==> config.mk <==
export PLATFORM = sky130hd
export DESIGN_NAME = trigger_conditioner_flat
export DESIGN_NICKNAME = d
export VERILOG_FILES = /design/src/rtl/trigger_conditioner_if.sv /design/src/rtl/trigger_conditioner.sv /design/src/flat_wrapper.sv
export SDC_FILE = /design/constraint.sdc
export NUM_CORES = 1
export LEC_CHECK = 0
export CORE_MARGIN = 4
export CORE_UTILIZATION = 56
export DETAILED_ROUTE_END_ITERATION = 7
export GPL_TIMING_DRIVEN = 0
export HOLD_SLACK_MARGIN = 0.1
export PLACE_DENSITY_LB_ADDON = 0.08
export SLEW_MARGIN = 20
export SYNTH_ARGS = -nofsm -noshare
export SYNTH_HDL_FRONTEND = slang
export SYNTH_SLANG_ARGS = --single-unit
==> constraint.sdc <==
create_clock -name clk -period 4 [get_ports clk]
set_input_delay 1 -clock clk [delete_from_list [all_inputs] [get_ports clk]]
set_output_delay 1 -clock clk [all_outputs]
set_load 0.02 [all_outputs]
==> src/rtl/trigger_conditioner_if.sv <==
// rtl/trigger_conditioner_if.sv - trigger source in, conditioned trigger and status out
interface trigger_conditioner_if #(
  parameter int REJ_W = 8
);
  logic             raw_in;
  logic             enable;
  logic             trigger;
  logic             busy;
  logic [REJ_W-1:0] reject_cnt;

  modport master (
    output raw_in,
    output enable,
    input  trigger,
    input  busy,
    input  reject_cnt
  );

  modport slave (
    input  raw_in,
    input  enable,
    output trigger,
    output busy,
    output reject_cnt
  );
endinterface

==> src/rtl/trigger_conditioner.sv <==
// rtl/trigger_conditioner.sv - synchronise, debounce and rate-limit a raw trigger into a one-cycle pulse
module trigger_conditioner #(
  parameter int SYNC_STAGES     = 2,
  parameter int DEBOUNCE_CYCLES = 4,
  parameter int HOLDOFF_CYCLES  = 10,
  parameter int CNT_W           = 8,
  parameter int REJ_W           = 8
) (
  input  logic                  clk,
  input  logic                  rst,
  trigger_conditioner_if.slave  tif
);

  localparam logic [CNT_W-1:0] DB_LAST   = CNT_W'(DEBOUNCE_CYCLES - 1);
  localparam logic [CNT_W-1:0] HOLD_LAST = CNT_W'(HOLDOFF_CYCLES - 1);

  typedef enum logic {IDLE, HOLD} state_t;

  logic [SYNC_STAGES-1:0] sync_q;
  logic                   sync_in;
  logic                   db_level;
  logic                   db_level_q;
  logic [CNT_W-1:0]       db_cnt;
  logic                   db_rise;

  state_t                 state_q, state_d;
  logic [CNT_W-1:0]       hold_q, hold_d;
  logic                   trig_q, trig_d;
  logic [REJ_W-1:0]       rej_q, rej_d;

  assign sync_in = sync_q[SYNC_STAGES-1];
  assign db_rise = db_level & ~db_level_q;

  always_ff @(posedge clk or negedge rst) begin
    if (!rst) begin
      sync_q     <= '0;
      db_level   <= 1'b0;
      db_level_q <= 1'b0;
      db_cnt     <= '0;
    end else begin
      sync_q     <= {sync_q[SYNC_STAGES-2:0], tif.raw_in};
      db_level_q <= db_level;
      // any cycle back at the accepted level restarts the persistence count
      if (sync_in == db_level) begin
        db_cnt <= '0;
      end else if (db_cnt == DB_LAST) begin
        db_level <= sync_in;
        db_cnt   <= '0;
      end else begin
        db_cnt <= db_cnt + 1'b1;
      end
    end
  end

  always_ff @(posedge clk or negedge rst) begin
    if (!rst) begin
      state_q <= IDLE;
      hold_q  <= '0;
      trig_q  <= 1'b0;
      rej_q   <= '0;
    end else begin
      state_q <= state_d;
      hold_q  <= hold_d;
      trig_q  <= trig_d;
      rej_q   <= rej_d;
    end
  end

  always_comb begin
    state_d = state_q;
    hold_d  = hold_q;
    trig_d  = 1'b0;
    rej_d   = rej_q;
    case (state_q)
      IDLE: begin
        if (db_rise && tif.enable) begin
          trig_d  = 1'b1;
          hold_d  = '0;
          state_d = HOLD;
        end
      end
      HOLD: begin
        hold_d = hold_q + 1'b1;
        if (hold_q == HOLD_LAST) begin
          hold_d  = '0;
          state_d = IDLE;
        end
        // rejection ignores enable: the downstream pulse is still active
        if (db_rise && (rej_q != '1)) begin
          rej_d = rej_q + 1'b1;
        end
      end
      default: state_d = IDLE;
    endcase
  end

  assign tif.trigger    = trig_q;
  assign tif.busy       = (state_q == HOLD);
  assign tif.reject_cnt = rej_q;

endmodule

==> src/flat_wrapper.sv <==
// flat-port wrapper written by rule: the top's interface ports become plain ports
module trigger_conditioner_flat 
#(
  parameter int SYNC_STAGES     = 2,
  parameter int DEBOUNCE_CYCLES = 4,
  parameter int HOLDOFF_CYCLES  = 10,
  parameter int CNT_W           = 8,
  parameter int REJ_W           = 8
)
  (clk, rst, tif_raw_in, tif_enable, tif_trigger, tif_busy, tif_reject_cnt);
  trigger_conditioner_if #(.REJ_W(REJ_W)) tif_i ();
  input  logic clk;
  input  logic rst;
  input wire logic [$bits(tif_i.raw_in)-1:0] tif_raw_in;
  input wire logic [$bits(tif_i.enable)-1:0] tif_enable;
  output wire logic [$bits(tif_i.trigger)-1:0] tif_trigger;
  output wire logic [$bits(tif_i.busy)-1:0] tif_busy;
  output wire logic [$bits(tif_i.reject_cnt)-1:0] tif_reject_cnt;
  assign tif_i.raw_in = tif_raw_in;
  assign tif_i.enable = tif_enable;
  assign tif_trigger = tif_i.trigger;
  assign tif_busy = tif_i.busy;
  assign tif_reject_cnt = tif_i.reject_cnt;
  trigger_conditioner #(.SYNC_STAGES(SYNC_STAGES), .DEBOUNCE_CYCLES(DEBOUNCE_CYCLES), .HOLDOFF_CYCLES(HOLDOFF_CYCLES), .CNT_W(CNT_W), .REJ_W(REJ_W)) u_core (.clk(clk), .rst(rst), .tif(tif_i));
endmodule
==> results.ini <==
[synth]
synth_edf_count = 0
yosys_most_used_dff = dfrtp_1
synth.avg_cell_area_um2 = 11.0
synth_compound_gate_area_share = 0.0770
synth-xor-area-share = 0.0940
synthAdderAreaFrac = 0.0448
synthMuxAreaShare = 0.0161
postSynth.asyncResetShare = 1.00
synth-warning-count = 0
synth_top_family_by_area = simple AND/OR/NAND/NOR gates
synth-seq-cells = 30
synth_area_mm2 = 0.00140
yosysSeqAreaShare = 0.537
synthCells = 127
synth_cell_type_count = 30
synth_nets = 136
synthSimpleGateAreaFrac = 0.222

[sta]
setup_violations = 0
slew_violations = 0
setup_tns_ns = 0
fin_crit_sh = 0.612
maxSlewHeadroom = 0.577
hold_viol_final = 0
rsz0062_at_grt = false
skew_ns = 0.0106
worst_pin_slew_ns = 0.635
setup_ws_ns = 1.55
finalWorstPathRequiredPeriod_ns = 2.45
max_freq_mhz = 409

[setup_path]
cp_max_fo = 6
crit_required_ns = 3.00
critical-path-top-delay-family = buffers and inverters
path_cells = clkdlybuf4s50_1
arrival_ns = 1.45
r2r_cells = 6
reg2reg_to = u_core.hold_q[2]$_DFFE_PN0P_
r2r-start = u_core.hold_q[1]$_DFFE_PN0P_
regToRegSetupSlack_ns = 2.39
cp-end-kind = output port
cpPeakStageDelay_ns = 0.65
start_kind = flop
slowest_stage = clkdlybuf4s50_1
crit_buf_inv = 1
path_class = reg2out

[clock_network]
cts_sinks = 30
path_clk_slew_ns = 0.10
root_buffer = clkbuf_4
cts_buffer_depth = 2
post_cts_buffers = 0
postCtsResizedCells = 0
cts_tree = done
clock_latency_ns = 0.34
numCtsBuffers = 5
htree_num_levels = 2
cts_hold_buf = 0

[finish]
layout_common_cells = dfrtp_1 (30), nand3_1 (16), nand2_1 (13), xor2_1 (13), clkdlybuf4s50_1 (12)
diodes = 0
syn_to_final_growth_pct = 16.0
layout.nets = 156
layout.cells.most_common = dfrtp_1
fillers = 181
fin_cells = 176
finish.utilization = 0.706
final_layout_size_suffix_gt1_frac = 0.108

[min_path]
hp-start = u_core.sync_q[0]$_DFF_PN0_
hp-class = reg2reg
hold-path-endpoint = u_core.sync_q[1]$_DFF_PN0_
hold_depth = 0

[floorplanning]
initial_core_util = 0.608
die_h_um = 58.0
die-width_um = 58.0
die-area_mm2 = 0.00336
ios = 14
num_rows = 17
coreArea_mm2 = 0.00230

[drt]
routedWlPerCell_um = 14.4
drtPass1Iterations = 4
final_antenna_net_count = 0
drc_errors = 0
viasPerCell = 5.72
drtIter0Drc = 28
vias = 1006
drt_wl_total_um = 2530

[power]
combPwrFrac = 0.341
power_w = 0.000990
p_sw_frac = 0.390
pwr-share-clk = 0.197
ir_drop_uv = 504
power.leakage_nw = 0.757
p_int_w = 0.000604
p_sw_w = 0.000386
power_frac_seq = 0.461
p_per_area_mw_per_mm2 = 611

[place]
placed_cells = 168
place.gp.congestion = 0.784
dp_hpwl_um = 1740
dp_slack_ns = 1.80
io_buffers = 13

[run_status]
status = completed

[flow_run]
drv_cap = 0

[grt]
grt_pass1_wl_um = 4420
track_usage = 0.179
grt_pass1_vias = 990
antenna_found_initial = 0
grt_max_degree = 31
overflow = 0

## Yosys cell counts, drive strengths merged, types with 2 or more instances
cell type	instances	area, um^2
a21oi	2	13.8
and3	4	26.3
dfrtp	30	751
ha	5	62.6
inv	2	7.51
mux2	2	22.5
nand2	13	48.8
nand3	16	80.1
nand4	3	25.0
nor2	11	41.3
nor3	5	25.0
nor4b	2	17.5
o21ai	6	30.0
or3	2	12.5
xnor2	2	17.5
xor2	13	114
## cell type report
class                      count  area [um^2]  share of cell area
timing repair buffer          13          125              0.0772
inverter                       2         7.51             0.00463
clock inverter                 2         12.5             0.00772
clock buffer                   6         51.3              0.0316
sequential                    30          751               0.463
buffer                         1         5.00             0.00309
tap                           28         35.0              0.0216
multi-input combinational     94          634               0.391
## registers in the layout, indices dropped and copies added (netlist names)
signal / count
u_core.db_cnt: 8
u_core.db_level: 1
u_core.db_level_q: 1
u_core.hold_q: 8
u_core.sync_q: 2
u_core.tif.busy: 1
u_core.tif.reject_cnt: 8
u_core.tif.trigger: 1
## per-stage QoR
step	area (um^2)	hold WS, ns
floorplan	1400	0.331
global placement	1560	0.336
detailed placement	1560	0.346
CTS	1620	0.369
global route	1620	0.376
finish	1620	0.368
## how the worst max path moves through the flow
stage	startpoint	to	slack (ns)	cells after the start
finish	u_core.tif.reject_cnt[3]$_DFFE_PN0P_	tif_reject_cnt[3]	1.55	1
global route	u_core.tif.reject_cnt[2]$_DFFE_PN0P_	tif_reject_cnt[2]	1.44	1
CTS	u_core.tif.reject_cnt[2]$_DFFE_PN0P_	tif_reject_cnt[2]	1.54	1
detailed placement	tif_enable	u_core.hold_q[2]$_DFFE_PN0P_	1.80	4
global placement	rst	u_core.sync_q[0]$_DFF_PN0_	1.45	1
floorplan	tif_enable	u_core.hold_q[2]$_DFFE_PN0P_	2.40	3
## layer usage
metal	up-vias	wire length (um)	track usage
met1	494	1170	0.224
li1	484	-	-
met3	4	151	0.0824
met5	-	0	0
met4	0	30	0.0795
met2	24	1180	0.266
## power groups by stage
stage / sequential, W / combinational (W) / clock, W
2_1_floorplan: 0.000479 / 0.000191 / 0
3_3_place_gp: 0.000457 / 0.000327 / 0
3_5_place_dp: 0.000462 / 0.000339 / 0
4_1_cts: 0.000457 / 0.000341 / 0.000200
5_1_grt: 0.000469 / 0.000377 / 0.000219
6_report: 0.000457 / 0.000338 / 0.000195
## kinds of logic (layout without fill, tap and decap cells)
family / after synthesis / after routing
AO/OA/AOI/OAI: 12 / 12
multiplexers: 2 / 2
buffers and inverters: 3 / 24
XOR/XNOR: 15 / 15
flip-flops: 30 / 30
adder cells (fa/ha/maj): 5 / 5
AND/OR/NAND/NOR: 60 / 60
## worst reg2reg max path, cell delays in order, from the launching register on
cell,delay (ns)
dfrtp_1,0.43
inv_1,0.07
ha_1,0.14
nand4bb_1,0.14
o41ai_4,0.44
o21bai_1,0.11
a21o_1,0.18
Note: power is estimated with default switching activity, not from simulation.
